**config.mk**
```make
export PLATFORM = sky130hd
export DESIGN_NAME = multicycle_controller
export DESIGN_NICKNAME = d
export VERILOG_FILES = /design/src/rtl/multicycle_controller.sv
export SDC_FILE = /design/constraint.sdc
export NUM_CORES = 1
export LEC_CHECK = 0
export BUFFER_PORTS_ARGS = -buffer_cell sky130_fd_sc_hd__buf_2
export CAP_MARGIN = 5
export CORE_AREA = 8 8 45 47
export CTS_BUF_LIST = sky130_fd_sc_hd__clkbuf_2 sky130_fd_sc_hd__clkbuf_4 sky130_fd_sc_hd__clkbuf_8
export DETAILED_ROUTE_END_ITERATION = 16
export DIE_AREA = 0 0 53 55
export MAX_ROUTING_LAYER = met4
export PLACE_DENSITY_LB_ADDON = 0.08
export RECOVER_POWER = 25
export SLEW_MARGIN = 20
export SYNTH_ARGS = -nofsm -noshare
export SYNTH_HDL_FRONTEND = slang
export SYNTH_SLANG_ARGS = --single-unit
```
**constraint.sdc**
```tcl
create_clock -name clk -period 3.4 [get_ports clk]
set_input_delay 0.17 -clock clk [delete_from_list [all_inputs] [get_ports clk]]
set_output_delay 0.17 -clock clk [all_outputs]
set_load 0.05 [all_outputs]
```
**src/rtl/multicycle_controller.sv**
```systemverilog
// Main control FSM for the multicycle MIPS datapath: sequences fetch/decode/execute/memory/writeback
// and decodes Moore-style datapath controls, stalling on the memory ready handshake.
module multicycle_controller (
  input  logic       clk,
  input  logic       reset_n,
  input  logic [5:0] opcode,
  input  logic       zero,
  input  logic       mem_ready,
  output logic       mem_req,
  output logic       IorD,
  output logic       MemWrite,
  output logic       IRWrite,
  output logic       RegWrite,
  output logic       PCEn,
  output logic       RegDst,
  output logic       MemtoReg,
  output logic       ALUSrcA,
  output logic [1:0] ALUSrcB,
  output logic [1:0] ALUOp,
  output logic [1:0] PCSrc,
  output logic [3:0] state,
  output logic       instr_done,
  output logic       illegal_op
);

  typedef enum logic [3:0] {
    S_FETCH   = 4'd0,
    S_DECODE  = 4'd1,
    S_MEMADR  = 4'd2,
    S_MEMRD   = 4'd3,
    S_MEMWB   = 4'd4,
    S_MEMWR   = 4'd5,
    S_EXECUTE = 4'd6,
    S_ALUWB   = 4'd7,
    S_BEQ     = 4'd8,
    S_ADDIEX  = 4'd9,
    S_ADDIWB  = 4'd10,
    S_JUMP    = 4'd11
  } state_t;

  localparam logic [5:0] OP_RTYPE = 6'b000000;
  localparam logic [5:0] OP_LW    = 6'b100011;
  localparam logic [5:0] OP_SW    = 6'b101011;
  localparam logic [5:0] OP_BEQ   = 6'b000100;
  localparam logic [5:0] OP_ADDI  = 6'b001000;
  localparam logic [5:0] OP_J     = 6'b000010;

  state_t state_q, state_d, dec_state;
  logic   pc_write, branch;
  logic   mem_req_raw, mem_write_raw, ir_write_raw, reg_write_raw, done_raw, illegal_raw;

  always_ff @(posedge clk) begin
    if (!reset_n) state_q <= S_FETCH;
    else          state_q <= state_d;
  end

  always_comb begin
    state_d = state_q;
    case (state_q)
      S_FETCH:   if (mem_ready) state_d = S_DECODE;
      S_DECODE: begin
        case (opcode)
          OP_LW, OP_SW: state_d = S_MEMADR;
          OP_RTYPE:     state_d = S_EXECUTE;
          OP_BEQ:       state_d = S_BEQ;
          OP_ADDI:      state_d = S_ADDIEX;
          OP_J:         state_d = S_JUMP;
          default:      state_d = S_FETCH;
        endcase
      end
      S_MEMADR:  state_d = (opcode == OP_SW) ? S_MEMWR : S_MEMRD;
      S_MEMRD:   if (mem_ready) state_d = S_MEMWB;
      S_MEMWR:   if (mem_ready) state_d = S_FETCH;
      S_EXECUTE: state_d = S_ALUWB;
      S_ADDIEX:  state_d = S_ADDIWB;
      default:   state_d = S_FETCH;
    endcase
  end

  // While in reset the selects look like FETCH; enables are gated off below.
  assign dec_state = reset_n ? state_q : S_FETCH;

  always_comb begin
    mem_req_raw   = 1'b0;
    mem_write_raw = 1'b0;
    ir_write_raw  = 1'b0;
    reg_write_raw = 1'b0;
    done_raw      = 1'b0;
    illegal_raw   = 1'b0;
    pc_write      = 1'b0;
    branch        = 1'b0;
    IorD          = 1'b0;
    RegDst        = 1'b0;
    MemtoReg      = 1'b0;
    ALUSrcA       = 1'b0;
    ALUSrcB       = 2'b00;
    ALUOp         = 2'b00;
    PCSrc         = 2'b00;
    case (dec_state)
      S_FETCH: begin
        mem_req_raw  = 1'b1;
        ALUSrcB      = 2'b01;
        ir_write_raw = mem_ready;
        pc_write     = mem_ready;
      end
      S_DECODE: begin
        ALUSrcB = 2'b11;
        if (!(opcode inside {OP_RTYPE, OP_LW, OP_SW, OP_BEQ, OP_ADDI, OP_J})) begin
          illegal_raw = 1'b1;
          done_raw    = 1'b1;
        end
      end
      S_MEMADR: begin
        ALUSrcA = 1'b1;
        ALUSrcB = 2'b10;
      end
      S_MEMRD: begin
        mem_req_raw = 1'b1;
        IorD        = 1'b1;
      end
      S_MEMWB: begin
        reg_write_raw = 1'b1;
        MemtoReg      = 1'b1;
        done_raw      = 1'b1;
      end
      S_MEMWR: begin
        mem_req_raw   = 1'b1;
        IorD          = 1'b1;
        mem_write_raw = 1'b1;
        done_raw      = mem_ready;
      end
      S_EXECUTE: begin
        ALUSrcA = 1'b1;
        ALUOp   = 2'b10;
      end
      S_ALUWB: begin
        reg_write_raw = 1'b1;
        RegDst        = 1'b1;
        done_raw      = 1'b1;
      end
      S_BEQ: begin
        ALUSrcA  = 1'b1;
        ALUOp    = 2'b01;
        branch   = 1'b1;
        PCSrc    = 2'b01;
        done_raw = 1'b1;
      end
      S_ADDIEX: begin
        ALUSrcA = 1'b1;
        ALUSrcB = 2'b10;
      end
      S_ADDIWB: begin
        reg_write_raw = 1'b1;
        done_raw      = 1'b1;
      end
      S_JUMP: begin
        PCSrc    = 2'b10;
        pc_write = 1'b1;
        done_raw = 1'b1;
      end
      default: ALUSrcB = 2'b01;
    endcase
  end

  assign mem_req    = reset_n & mem_req_raw;
  assign MemWrite   = reset_n & mem_write_raw;
  assign IRWrite    = reset_n & ir_write_raw;
  assign RegWrite   = reset_n & reg_write_raw;
  assign PCEn       = reset_n & (pc_write | (branch & zero));
  assign instr_done = reset_n & done_raw;
  assign illegal_op = reset_n & illegal_raw;
  assign state      = state_q;

endmodule

```
; ---- Yosys cells after proc, flatten, opt, wreduce, memory -nomap -nowiden
; Cells that the tools add are included.
[word_totals]
inputBits = 10
reg_bits = 4
word_cells = 71
[op_classes]
bitwise_logic = 9
n_reduce_logical = 13
n_eq_ne = 25
mux = 23
[ops]
columns = cell, n
row1 = $pmux W4 S7, 1
row2 = $eq A4 B3 Y1 const B, 6
row3 = $eq A4 B4 Y1 const B, 5
row4 = $pmux W4 S5, 1
row5 = $eq A4 B2 Y1 const B, 4
row6 = $mux W4, 4
row7 = $eq A6 B6 Y1 const B, 2
row8 = $mux W1, 11
row9 = $and A1 B1 Y1, 8
row10 = $eq A4 B1 Y1 const B, 2
row11 = $logic_not A4 Y1, 2
row12 = $pmux W2 S2, 2
row13 = $reduce_or A8 Y1, 1
row14 = $eq A6 B2 Y1 const B, 1
row15 = $eq A6 B3 Y1 const B, 1
row16 = $eq A6 B4 Y1 const B, 1
row17 = $logic_not A6 Y1, 1
row18 = $ne A2 B2 Y1 const B, 3
row19 = $pmux W2 S3, 1
row20 = $reduce_bool A6 Y1, 1
row21 = $reduce_or A2 Y1, 3
row22 = $reduce_or A3 Y1, 2
row23 = $reduce_or A5 Y1, 1
row24 = $reduce_or A4 Y1, 1
row25 = other kinds (5), 5

; ---- Depth between registers and ports, before layout
[depth]
word_depth = 6
mapped_depth = 5

; ---- Least setup slack after synthesis
; Ideal clock, no wire load.
[synth_path]
path_type = register to output
from = reg state_q[1], in the netlist state[1]
to = out ALUSrcA
n_path_buf = 2
required_time_ns = 3.230
stages_incl_launch_ff = 5
setup_slack_ns = 0.981
t_arrival_ns = 2.249
path_cell_list = dfxtp_1 clkbuf_2 clkbuf_8 nand3_1 a21boi_0
[synth_via]
elab_chain_len = 4
word_cells_on_any_way = 7
cone_classes = eq/ne: 4 / mux: 2 / reduce/logical: 1
[synth_rtl]
columns = element, line
row1 = "start, declared", 48  ; state_t state_q, state_d, dec_state;
row2 = "start signal, assigned", 54  ; else state_q <= state_d;
row3 = $mux W4 (*), 81  ; assign dec_state = reset_n ? state_q : S_FETCH;
row4 = $eq A4 B4 Y1 (tied with other cells), 99  ; case (dec_state)
row5 = $reduce_or A4 Y1 (no source line) (*), -
row6 = $mux W1 (*), 99
row7 = "end, declared", 17  ; output logic ALUSrcA,
; Every way passes the cells marked *; elsewhere a longest branch is shown, timed or not.

; ---- Worst setup path after layout
[layout_path]
from = reg state_q[1], in the netlist state[1]
to = out RegWrite
[layout_via]
elab_chain_len = 5
word_cells_on_any_way = 7
cone_classes = eq/ne: 3 / mux: 2 / bitwise: 1 / reduce/logical: 1
[layout_rtl]
columns = element, line
row1 = $mux W4 (*), 81
row2 = $eq A4 B4 Y1 or $eq A4 B3 Y1 (tied branches), 99
row3 = $reduce_or A3 Y1 (no source line) (*), -
row4 = $mux W1 (*), 99
row5 = $and A1 B1 Y1 (*), 168  ; assign RegWrite = reset_n & reg_write_raw;
row6 = "end, declared", 13  ; output logic RegWrite,
; Marked as above.

==> results.txt <==
----------------------------------------------------
[GRT]
  Vias in the first global route ... 690
  GR Layer Usage met2 ... 0.229
  Antenna violations before repair ... 0
  GRT Total Usage ... 0.133
  Layer with the highest usage ... met2
  GR Util met1 ... 0.145
  Remaining global-route overflow ... 0
  Largest net degree at the start of global routing ... 19
  First-pass GRT wire length ... 2950 µm
  Global routing usage on met3 ... 0.0294

[Synth]
  Flip-flop and latch count after synthesis ... 4
  Dominant synthesized flop cell ... sky130_fd_sc_hd__dfxtp_1
  Synthesized netlist net count ... 96
  Seq/Total Area, Yosys ... 0.141
  Instance count of the mapped netlist ... 86
  Post-synth design cell area ... 567 µm²
  Async S/R FF share, synth ... 0
  Synthesized area divided by synthesized cell count ... 6.59 µm²
  Distinct cell type count after synthesis ... 36
  Count of flip-flops with a built-in enable after synthesis ... 0
  YS warnings ... 0

[Min path]
  Critical hold path startpoint ... opcode[5]
  Worst min path class ... primary input to flop
  Instance count along the most critical hold path ... 4
  Destination of the worst hold path ... state[0]

[Die]
  Core area ... 0.00138 mm²
  Core Rows ... 14
  Effective utilization at floorplan ... 0.410
  Die area ... 0.00292 mm²
  Horizontal extent of the die ... 53 µm
  I/O pin cnt ... 31
  Vert. Die Dim ... 55 µm

[Power and ir drop]
  Worst IR drop on VDD ... 0.000193 V
  Overall power of the completed layout ... 0.000169 W
  Switching Share ... 0.376
  Share of total power in sequential cells ... 0.312
  Sw Pwr ... 0.0000634 W
  Clock share of power ... 0.340
  Leakage power ... 0.315 nW
  Total power per unit cell area ... 240 mW/mm²
  Combinational share of power ... 0.348
  Internal power component ... 0.000105 W

[STA]
  Worst slew pin tran ... 594 ps
  Final hold violation count ... 0
  Max Freq ... 491 MHz
  Layout Skew ... 4.41 ps
  Final Slew Violations ... 0
  Total of endpoints with negative setup slack in the final report ... 0
  Unrepaired setup endpoints after global routing ... false
  Time the worst path needs with I/O delays and setup ... 2040 ps
  Post-route clock period utilization ... 0.599
  Aggregate negative setup slack ... 0 ps
  Relative slew margins ... 0.605

[Cells and area]
  Filler cell count ... 161
  Number of flip-flops in the largest register ... 4
  Area added between synthesis and finish ... 24.1%
  Commonest cells after routing, fill and taps aside ... sky130_fd_sc_hd__buf_2, sky130_fd_sc_hd__nand2_1, sky130_fd_sc_hd__nor2_1
  # diodes ... 0
  Most common cell after layout, fill and taps aside ... sky130_fd_sc_hd__buf_2
  Utilization after layout ... 0.508
  Post-Layout Cell Count ... 128
  Layout cell share with drive strength beyond 1 ... 0.304
  Layout Cell Area excl Fill ... 703 µm²
  Total Nets Final ... 124

[Clock network]
  CTS Buf Count ... 3
  Maximum buffer depth of the clock tree ... 2
  CTS tree ... yes
  Root Driver ... sky130_fd_sc_hd__clkbuf_4
  Sinks on the clock net ... 4
  Quantity of hold-fixing buffers added after cts ... 0
  Number of setup buffers added after CTS ... 0
  Clock transition at path regs ... 30 ps
  Resized cells post-CTS ... 0
  Clock latency of the later-clocked register in the worst-skew pair ... 230 ps
  CTS HTree Levels ... 1

[Critical path]
  Worst EP required ... 3230 ps
  End of the worst register-to-register path ... state[0]
  Nature of the critical path endpoint ... output pin
  Data arrival, critical path ... 1870 ps
  R2R Setup Slk ... 1900 ps
  Largest driver fanout on the critical path ... 18
  Startpoint Class ... flop
  Worst setup path category ... flop to output pin
  Number of cells traversed by the worst register-to-register path ... 4
  Reg2Reg Launch Point ... state[1]

[Run]
  Max-capacitance violation count ... 0

[Drt]
  First-pass iteration count of the detailed router ... 4
  DRT iter0 DRCs ... 16
  Vias per inst ... 5.70
  Total via count after detailed routing ... 730
  Number of nets with antenna violations after detailed routing ... 0
  Final routed DRC violation total ... 0
  Routed len/inst ... 13.8 µm
  Wire length reported by the detailed router ... 1770 µm

[Place]
  Placed cell areas ... 691 µm²
  Placed cell count ... 125
  Half-perimeter wire length of the detailed placement result ... 1410 µm
  I/O Buffers ... 30
  Final weighted congestion of routability-driven global placement ... 0.822

[Outcome]
  Run status ... completed

----------------------------------------------------
==> critical path, stage by stage, from the launching register on <==
cell and delay (ps):
sky130_fd_sc_hd__dfxtp_1 660, sky130_fd_sc_hd__nand2b_1 310, sky130_fd_sc_hd__nand3_1 130, sky130_fd_sc_hd__o32ai_1 140
sky130_fd_sc_hd__and2_1 150, sky130_fd_sc_hd__buf_2 250
==> through the flow <==
step	hold WS [ps]	worst slack (ps)
after floorplan	370	981
after global placement	537	1620
after detailed placement	544	1580
after CTS	304	1360
after global routing	336	1180
final	308	1360
==> layout make-up <==
| cell class | instances | area, µm² | share of cell area |
|---|---|---|---|
| multi-input cells | 72 | 423 | 0.601 |
| flip-flops and latches | 4 | 80.1 | 0.114 |
| repair buffers | 30 | 146 | 0.208 |
| well taps | 16 | 20.0 | 0.0285 |
| inverters | 3 | 11.3 | 0.0160 |
| clock buffers | 3 | 22.5 | 0.0320 |
==> worst max path at each step <==
stage | from | depth (start not counted) | to
finish | state[1] | 5 | RegWrite
global route | state[1] | 5 | RegWrite
floorplan | state[1] | 4 | ALUSrcA
global placement | state[1] | 5 | instr_done
detailed placement | state[1] | 5 | RegWrite
CTS | state[1] | 5 | RegWrite
==> metal layers <==
layer / vias up / routed length, µm
met3: 2 / 150
met2: 26 / 896
met5: - / 0
met4: 0 / 14
met1: 330 / 711
li1: 372 / -
==> synth_stat cells, types with 3 or more instances <==
master	count	share of area
sky130_fd_sc_hd__nand2b_1	3	0.033
sky130_fd_sc_hd__nand2_1	9	0.060
sky130_fd_sc_hd__and3_1	5	0.055
sky130_fd_sc_hd__inv_1	3	0.020
sky130_fd_sc_hd__nand3_1	5	0.044
sky130_fd_sc_hd__nor3_1	5	0.044
sky130_fd_sc_hd__o21ai_0	4	0.035
sky130_fd_sc_hd__nor2_1	9	0.060
sky130_fd_sc_hd__a21oi_1	7	0.062
sky130_fd_sc_hd__dfxtp_1	4	0.14
==> logic make-up (layout without fill, tap and decap cells) <==
kind of cell    after synthesis  in the layout  synth area share
buf+inv                      10             36             0.102
xor+xnor                      3              3            0.0464
flops                         4              4             0.141
mux                           1              1            0.0177
compound gates               21             21             0.254
simple gates                 47             47             0.439
==> power by group through the flow <==
stage | Sequential (W) | Clock (W) | Combinational (W)
global placement | 0.0000531 | 0 | 0.0000590
global route | 0.0000531 | 0.0000661 | 0.0000637
floorplan | 0.0000537 | 0 | 0.0000403
CTS | 0.0000525 | 0.0000600 | 0.0000594
finish | 0.0000525 | 0.0000573 | 0.0000587
detailed placement | 0.0000532 | 0 | 0.0000593
(Power assumes the default switching activity.)
